## config.mk

```make
export PLATFORM = sky130hd
export DESIGN_NAME = ram_fifo_ctrl
export DESIGN_NICKNAME = d
export VERILOG_FILES = /design/src/rtl/ram_fifo_ctrl_out_buf.sv /design/src/rtl/ram_fifo_ctrl.sv
export SDC_FILE = /design/constraint.sdc
export NUM_CORES = 1
export LEC_CHECK = 0
export CAP_MARGIN = 20
export CORE_ASPECT_RATIO = 1.75
export CORE_MARGIN = 3
export CORE_UTILIZATION = 52
export CTS_BUF_LIST = sky130_fd_sc_hd__clkbuf_2 sky130_fd_sc_hd__clkbuf_4 sky130_fd_sc_hd__clkbuf_8
export DETAILED_ROUTE_END_ITERATION = 12
export HOLD_SLACK_MARGIN = 0.02
export PLACE_DENSITY = 0.86
export SLEW_MARGIN = 40
export SYNTH_ARGS = -nofsm -noshare
export SYNTH_HDL_FRONTEND = slang
export SYNTH_SLANG_ARGS = --single-unit
```

## constraint.sdc

```tcl
create_clock -name clk -period 4.8 [get_ports clk]
set_input_delay 0.96 -clock clk [delete_from_list [all_inputs] [get_ports clk]]
set_output_delay 0.96 -clock clk [all_outputs]
set_load 0.05 [all_outputs]
```

## src/rtl/ram_fifo_ctrl_out_buf.sv

```systemverilog
// ---------------------------------------------------------------------------
// fifo_out_buf
//   Two-entry output FIFO that absorbs the one-cycle read latency of ram_mem.
//   Entry 0 is always the head, so out_data_o needs no read mux.
//
// Ports
//   clk          in   clock, all state changes on posedge
//   rst          in   synchronous active-high reset (drops all entries)
//   push_i       in   capture push_data_i this cycle
//   push_data_i  in   word returned by the RAM
//   pop_i        in   consumer takes the head this cycle (only while valid)
//   out_valid_o  out  head entry holds a word
//   out_data_o   out  head entry
//   cnt_o        out  entries held, 0..2
// ---------------------------------------------------------------------------
module fifo_out_buf #(
    parameter int DATA_WIDTH = 8
) (
    input  logic                  clk,
    input  logic                  rst,
    input  logic                  push_i,
    input  logic [DATA_WIDTH-1:0] push_data_i,
    input  logic                  pop_i,
    output logic                  out_valid_o,
    output logic [DATA_WIDTH-1:0] out_data_o,
    output logic [1:0]            cnt_o
);

    logic [DATA_WIDTH-1:0] ent0_q, ent0_d;
    logic [DATA_WIDTH-1:0] ent1_q, ent1_d;
    logic [1:0]            cnt_q, cnt_d;

    // NOTE: every always_comb output gets a default first, so no path can infer a latch.
    always_comb begin
        ent0_d = ent0_q;
        ent1_d = ent1_q;
        cnt_d  = cnt_q;
        unique case ({push_i, pop_i})
            2'b10: begin
                if (cnt_q == 2'd0) ent0_d = push_data_i;
                else               ent1_d = push_data_i;
                cnt_d = cnt_q + 2'd1;
            end
            2'b01: begin
                ent0_d = ent1_q;
                cnt_d  = cnt_q - 2'd1;
            end
            2'b11: begin
                // Pop and push together: the count holds, the new word lands
                // behind whatever survives the pop.
                if (cnt_q == 2'd2) begin
                    ent0_d = ent1_q;
                    ent1_d = push_data_i;
                end else begin
                    ent0_d = push_data_i;
                end
            end
            default: ;
        endcase
    end

    // NOTE: sequential state uses <= so every register samples pre-edge values.
    always_ff @(posedge clk) begin
        if (rst) cnt_q <= 2'd0;
        else     cnt_q <= cnt_d;
    end

    // NOTE: the data entries are deliberately not reset; cnt_q alone decides validity.
    always_ff @(posedge clk) begin
        ent0_q <= ent0_d;
        ent1_q <= ent1_d;
    end

    assign out_valid_o = (cnt_q != 2'd0);
    assign out_data_o  = ent0_q;
    assign cnt_o       = cnt_q;

endmodule

```

## src/rtl/ram_fifo_ctrl.sv

```systemverilog
// ---------------------------------------------------------------------------
// ram_fifo_ctrl
//   Turns a single-port ram_mem (registered address, one-cycle read latency)
//   into a valid/ready FIFO of DEPTH = 2**ADDR_WIDTH words. Writes and reads
//   share the RAM port; a 2-entry output buffer hides the read latency.
//
// Ports
//   clk, rst              clock; synchronous active-high reset
//   in_valid/in_ready     write handshake, in_data is the word
//   out_valid/out_ready   read handshake, out_data is the oldest word
//   count                 words held (RAM + in-flight read + output buffer)
//   full / empty          occupancy flags
//   mem_we/addr/data      drive ram_mem; mem_q is its read data
// ---------------------------------------------------------------------------
module ram_fifo_ctrl #(
    parameter int DATA_WIDTH = 8,
    parameter int ADDR_WIDTH = 6
) (
    input  logic                  clk,
    input  logic                  rst,
    input  logic                  in_valid,
    output logic                  in_ready,
    input  logic [DATA_WIDTH-1:0] in_data,
    output logic                  out_valid,
    input  logic                  out_ready,
    output logic [DATA_WIDTH-1:0] out_data,
    output logic [ADDR_WIDTH:0]   count,
    output logic                  full,
    output logic                  empty,
    output logic                  mem_we,
    output logic [ADDR_WIDTH-1:0] mem_addr,
    output logic [DATA_WIDTH-1:0] mem_data,
    input  logic [DATA_WIDTH-1:0] mem_q
);

    localparam int DEPTH = 2 ** ADDR_WIDTH;
    localparam int CNT_W = ADDR_WIDTH + 1;

    logic [ADDR_WIDTH-1:0] wr_ptr_q, wr_ptr_d;
    logic [ADDR_WIDTH-1:0] rd_ptr_q, rd_ptr_d;
    logic [CNT_W-1:0]      mem_cnt_q, mem_cnt_d;
    logic                  rd_pend_q, rd_pend_d;

    logic [1:0] ob_cnt;
    logic [2:0] credit;
    logic       pop, urgent, wr_go, rd_elig, rd_go;

    fifo_out_buf #(.DATA_WIDTH(DATA_WIDTH)) u_out_buf (
        .clk         (clk),
        .rst         (rst),
        .push_i      (rd_pend_q),
        .push_data_i (mem_q),
        .pop_i       (pop),
        .out_valid_o (out_valid),
        .out_data_o  (out_data),
        .cnt_o       (ob_cnt)
    );

    assign pop = out_valid & out_ready;

    // The output is starving: words sit in the RAM but nothing is buffered or
    // in flight. Built from registered terms only, so in_ready never looks at
    // in_valid.
    assign urgent   = (mem_cnt_q != '0) & ~rd_pend_q & (ob_cnt == 2'd0);
    assign in_ready = ~rst & ~full & ~urgent;
    assign wr_go    = in_valid & in_ready;

    // Credit rule: only issue a read if the buffer will still have room when
    // the data comes back, which caps the buffer at two entries.
    assign credit  = {1'b0, ob_cnt} + {2'b00, rd_pend_q} - {2'b00, pop};
    assign rd_elig = (mem_cnt_q != '0) & (credit <= 3'd1);
    assign rd_go   = rd_elig & ~wr_go;

    assign mem_we   = wr_go;
    assign mem_addr = wr_go ? wr_ptr_q : rd_ptr_q;
    assign mem_data = in_data;

    assign count = mem_cnt_q + CNT_W'(rd_pend_q) + CNT_W'(ob_cnt);
    assign empty = (count == '0);
    // Capacity is counted over everything held, so the FIFO stores exactly
    // DEPTH words; the two buffered words keep the RAM itself from filling.
    assign full  = (count == CNT_W'(DEPTH));

    always_comb begin
        wr_ptr_d  = wr_ptr_q;
        rd_ptr_d  = rd_ptr_q;
        mem_cnt_d = mem_cnt_q;
        // mem_q is only valid the cycle after a read, so the pending flag
        // lives exactly one cycle unless another read follows.
        rd_pend_d = rd_go;
        if (wr_go) begin
            wr_ptr_d  = wr_ptr_q + ADDR_WIDTH'(1);
            mem_cnt_d = mem_cnt_q + CNT_W'(1);
        end else if (rd_go) begin
            rd_ptr_d  = rd_ptr_q + ADDR_WIDTH'(1);
            mem_cnt_d = mem_cnt_q - CNT_W'(1);
        end
    end

    always_ff @(posedge clk) begin
        if (rst) begin
            wr_ptr_q  <= '0;
            rd_ptr_q  <= '0;
            mem_cnt_q <= '0;
            rd_pend_q <= 1'b0;
        end else begin
            wr_ptr_q  <= wr_ptr_d;
            rd_ptr_q  <= rd_ptr_d;
            mem_cnt_q <= mem_cnt_d;
            rd_pend_q <= rd_pend_d;
        end
    end

endmodule

```

==> results.sh <==
export IMPL_io_pin_count=54
export IMPL_stdcell_count=325
export IMPL_cp_num_buf_inv=3
export IMPL_ys_ff_latch=38
export IMPL_synthesis_nets=285
export IMPL_drive_gt1_frac=0.101
export IMPL_ant_nets=0
export IMPL_rsz0062_at_grt="no"
export IMPL_ys_types=50
export IMPL_power_mw=2.09
export IMPL_cts_buffers=5
export IMPL_die_x_um=56.5
export IMPL_area_delta_synth_final_pct=20.1
export IMPL_syn_instance_count=248
export IMPL_port_buffers=37
export IMPL_via_per_inst=5.82
export IMPL_holdBufCountCts=0
export IMPL_cts_root_buf="clkbuf_8"
export IMPL_cts_sinks=38
export IMPL_track_usage=0.196
export IMPL_cts_repair_resized=0
export IMPL_top_usage_layer="met2"
export IMPL_ys_flop_type="dfxtp_1"
export IMPL_power_density_nw_per_um2=750
export IMPL_fill_cells=349
export IMPL_cpPeakStageDelay_ps=830
export IMPL_clkTransAtPathRegs_ps=70
export IMPL_hp_start="rd_ptr_q[5]"
export IMPL_layout_common_cells="clkdlybuf4s50_1 (30), nand2_1 (26), dfxtp_1 (22)"
export IMPL_reg2reg_slack_ps=980
export IMPL_hp_class="reg -> reg"
export IMPL_antenna_found_initial=0
export IMPL_layout_commonest_cell="clkdlybuf4s50_1"
export IMPL_period_share=0.918
export IMPL_vias=1891
export IMPL_leakagePower_nw=1.09
export IMPL_drt_iter0_drc=58
export IMPL_critPathCapture="full"
export IMPL_synth_async_sr_flop_share=0
export IMPL_setup_viol=0
export IMPL_maxCapViolCount=0
export IMPL_detailed_place_area_um2=2700
export IMPL_crit_arrival_ps=3440
export IMPL_reg2regPathDepth=15
export IMPL_gp_congestion=0.804
export IMPL_fin_area_um2=2790
export IMPL_worstSetupPathType="reg -> out"
export IMPL_gr_usage_met2=0.354
export IMPL_cp_num_cells=9
export IMPL_r2r_start="u_out_buf.cnt_o[0]"
export IMPL_slew_headroom=0.501
export IMPL_fin_worst_skew_ps=4.28
export IMPL_finalHoldViolCount=0
export IMPL_drc_errors=0
export IMPL_cts_setup_buffers=0
export IMPL_fmax_mhz=227
export IMPL_period_minus_slack_ps=4400
export IMPL_rows=31
export IMPL_grt_max_degree=28
export IMPL_clk_latency_ps=290
export IMPL_grt_pass1_wl_um=8250
export IMPL_htree_levels=2
export IMPL_cts_tree="built"
export IMPL_layout_nets=312
export IMPL_dp_cells=317
export IMPL_multi_input_area_um2=1220
export IMPL_wl_per_cell_um=15.7
export IMPL_worst_pin_slew_ps=743
export IMPL_slowest_stage="clkdlybuf4s50_1"
export IMPL_reg2reg_to="mem_cnt_q[6]"
export IMPL_critPathLaunch="u_out_buf.cnt_o[0]"
export IMPL_syn_area_um2=2320
export IMPL_path_max_fanout=7
export IMPL_required_ps=3840
export IMPL_synth_seq_area_share=0.397
export IMPL_die_area_um2=5330
export IMPL_cp_end_kind="primary output"
export IMPL_core_um2=4230
export IMPL_first_pass_iters=4
export IMPL_grt_use_met1=0.210
export IMPL_ff_latch_area_um2=921
export IMPL_startpoint_type="flip-flop"
export IMPL_path_cells="inv_1 > fa_1 > inv_1 > fa_1 > nor2_1 > nand4_1 > or2_2 > nor2_1 > clkdlybuf4s50_1"
export IMPL_gr_total_overflow=0
export IMPL_yosysWarningCount=0
export IMPL_fp_dieH_um=94.4
export IMPL_cp_top_family="buffers and inverters"
export IMPL_run_status="complete, no violations"
export IMPL_cts_buffer_depth=2
export IMPL_irDropWorstVdd_v=0.000592
export IMPL_syn_area_per_cell_um2=9.36
export IMPL_drv_slew=0
export IMPL_final_setup_tns_ps=0
export IMPL_grt_pass1_vias=1874
export IMPL_use_met3=0.0342
export IMPL_wl_um=5100
export IMPL_initial_core_util=0.549
export IMPL_diodes=0
export IMPL_dp_hpwl_um=3690
export IMPL_synth_edff_count=16
-- sequential cells by signal (all words and copies together) (netlist names) --
register and flops:
u_out_buf.out_data_o 8, u_out_buf.cnt_o 2, rd_pend_q 1, u_out_buf.ent1_q 8, mem_cnt_q 7, wr_ptr_q 6
rd_ptr_q 6
-- cell families after synthesis --
logic type | after synthesis | share of synthesized area
xor gates and xnor gates | 13 | 0.0491
muxes | 4 | 0.0183
adders and majority gates | 17 | 0.105
buffers and inverters | 36 | 0.0819
AOI/OAI and AO/OA | 56 | 0.167
and+or+nand+nor | 84 | 0.182
DFF | 38 | 0.397
-- layer usage --
| layer | vias up | share of wire |
|---|---|---|
| met2 | 56 | 0.54 |
| li1 | 922 | - |
| met5 | - | 0 |
| met3 | 15 | 0.049 |
| met1 | 898 | 0.38 |
| met4 | 0 | 0.028 |
-- stage by stage --
| step | setup slack, ps | utilization | hold WS (ps) |
|---|---|---|---|
| finish | 395 | 0.659 | 487 |
| global route | 237 | 0.659 | 528 |
| CTS | 394 | 0.659 | 490 |
| detailed placement | 713 | 0.639 | 478 |
| global placement | 832 | 0.638 | 460 |
| floorplan | 67.0 | - | 452 |
-- worst min path at each step --
| stage | to | slack (ps) | cells after the start |
|---|---|---|---|
| 2_1_floorplan | rd_ptr_q[5] | 450 | 2 |
| 3_3_place_gp | rd_ptr_q[5] | 460 | 2 |
| 3_5_place_dp | rd_ptr_q[5] | 480 | 2 |
| 4_1_cts | rd_ptr_q[5] | 490 | 2 |
| 5_1_grt | rd_ptr_q[5] | 530 | 2 |
| 6_report | rd_ptr_q[5] | 490 | 2 |
-- synth_stat cells, types with 2 or more instances --
| cell | instances | area share |
|---|---|---|
| nor2_1 | 13 | 0.021 |
| or2_2 | 2 | 0.0054 |
| nand2_1 | 26 | 0.042 |
| fa_1 | 4 | 0.035 |
| nor2b_1 | 6 | 0.016 |
| nand4b_1 | 2 | 0.0075 |
| a21boi_0 | 2 | 0.0065 |
| nand4_1 | 2 | 0.0054 |
| inv_1 | 15 | 0.024 |
| o21ai_0 | 12 | 0.026 |
| a21oi_1 | 16 | 0.035 |
| buf_4 | 9 | 0.029 |
| dfxtp_1 | 22 | 0.19 |
| buf_2 | 3 | 0.0065 |
| ha_1 | 13 | 0.070 |
| nor3_1 | 8 | 0.017 |
| o211ai_1 | 2 | 0.0065 |
| buf_6 | 2 | 0.0097 |
| xor2_1 | 3 | 0.011 |
| or3_1 | 5 | 0.013 |
| mux2i_1 | 2 | 0.0086 |
| nand2b_1 | 2 | 0.0054 |
| o31ai_1 | 2 | 0.0065 |
| or4_1 | 2 | 0.0065 |
| and3_1 | 2 | 0.0054 |
| xnor2_1 | 10 | 0.038 |
| nand3_1 | 9 | 0.019 |
| edfxtp_1 | 16 | 0.21 |
| clkbuf_1 | 6 | 0.0097 |
| o21ai_1 | 2 | 0.0043 |
| mux2_1 | 2 | 0.0097 |
| a22o_1 | 8 | 0.030 |
-- worst register-to-register path: cells and delay by family (launching register included) --
kind / cells / cell delay (ps)
muxes: 1 / 140
adders and majority gates: 3 / 1160
buffers and inverters: 3 / 540
DFF: 1 / 500
and+or+nand+nor: 3 / 420
AOI/OAI and AO/OA: 5 / 950
-- cell type report --
class | count | area share
Clock buffer | 5 | 0.0247
Clock inverter | 3 | 0.00583
Inverter | 16 | 0.0224
Multi-Input combinational cell | 174 | 0.438
Sequential cell | 38 | 0.330
Tap cell | 49 | 0.0220
Timing Repair Buffer | 40 | 0.157
-- power by group --
group	switching, mW	internal [mW]
Combinational	0.867	0.488
Sequential	0.0829	0.443
Clock	0.111	0.0993
Total	1.06	1.03
No activity file was read; power rests on OpenSTA's default activity.
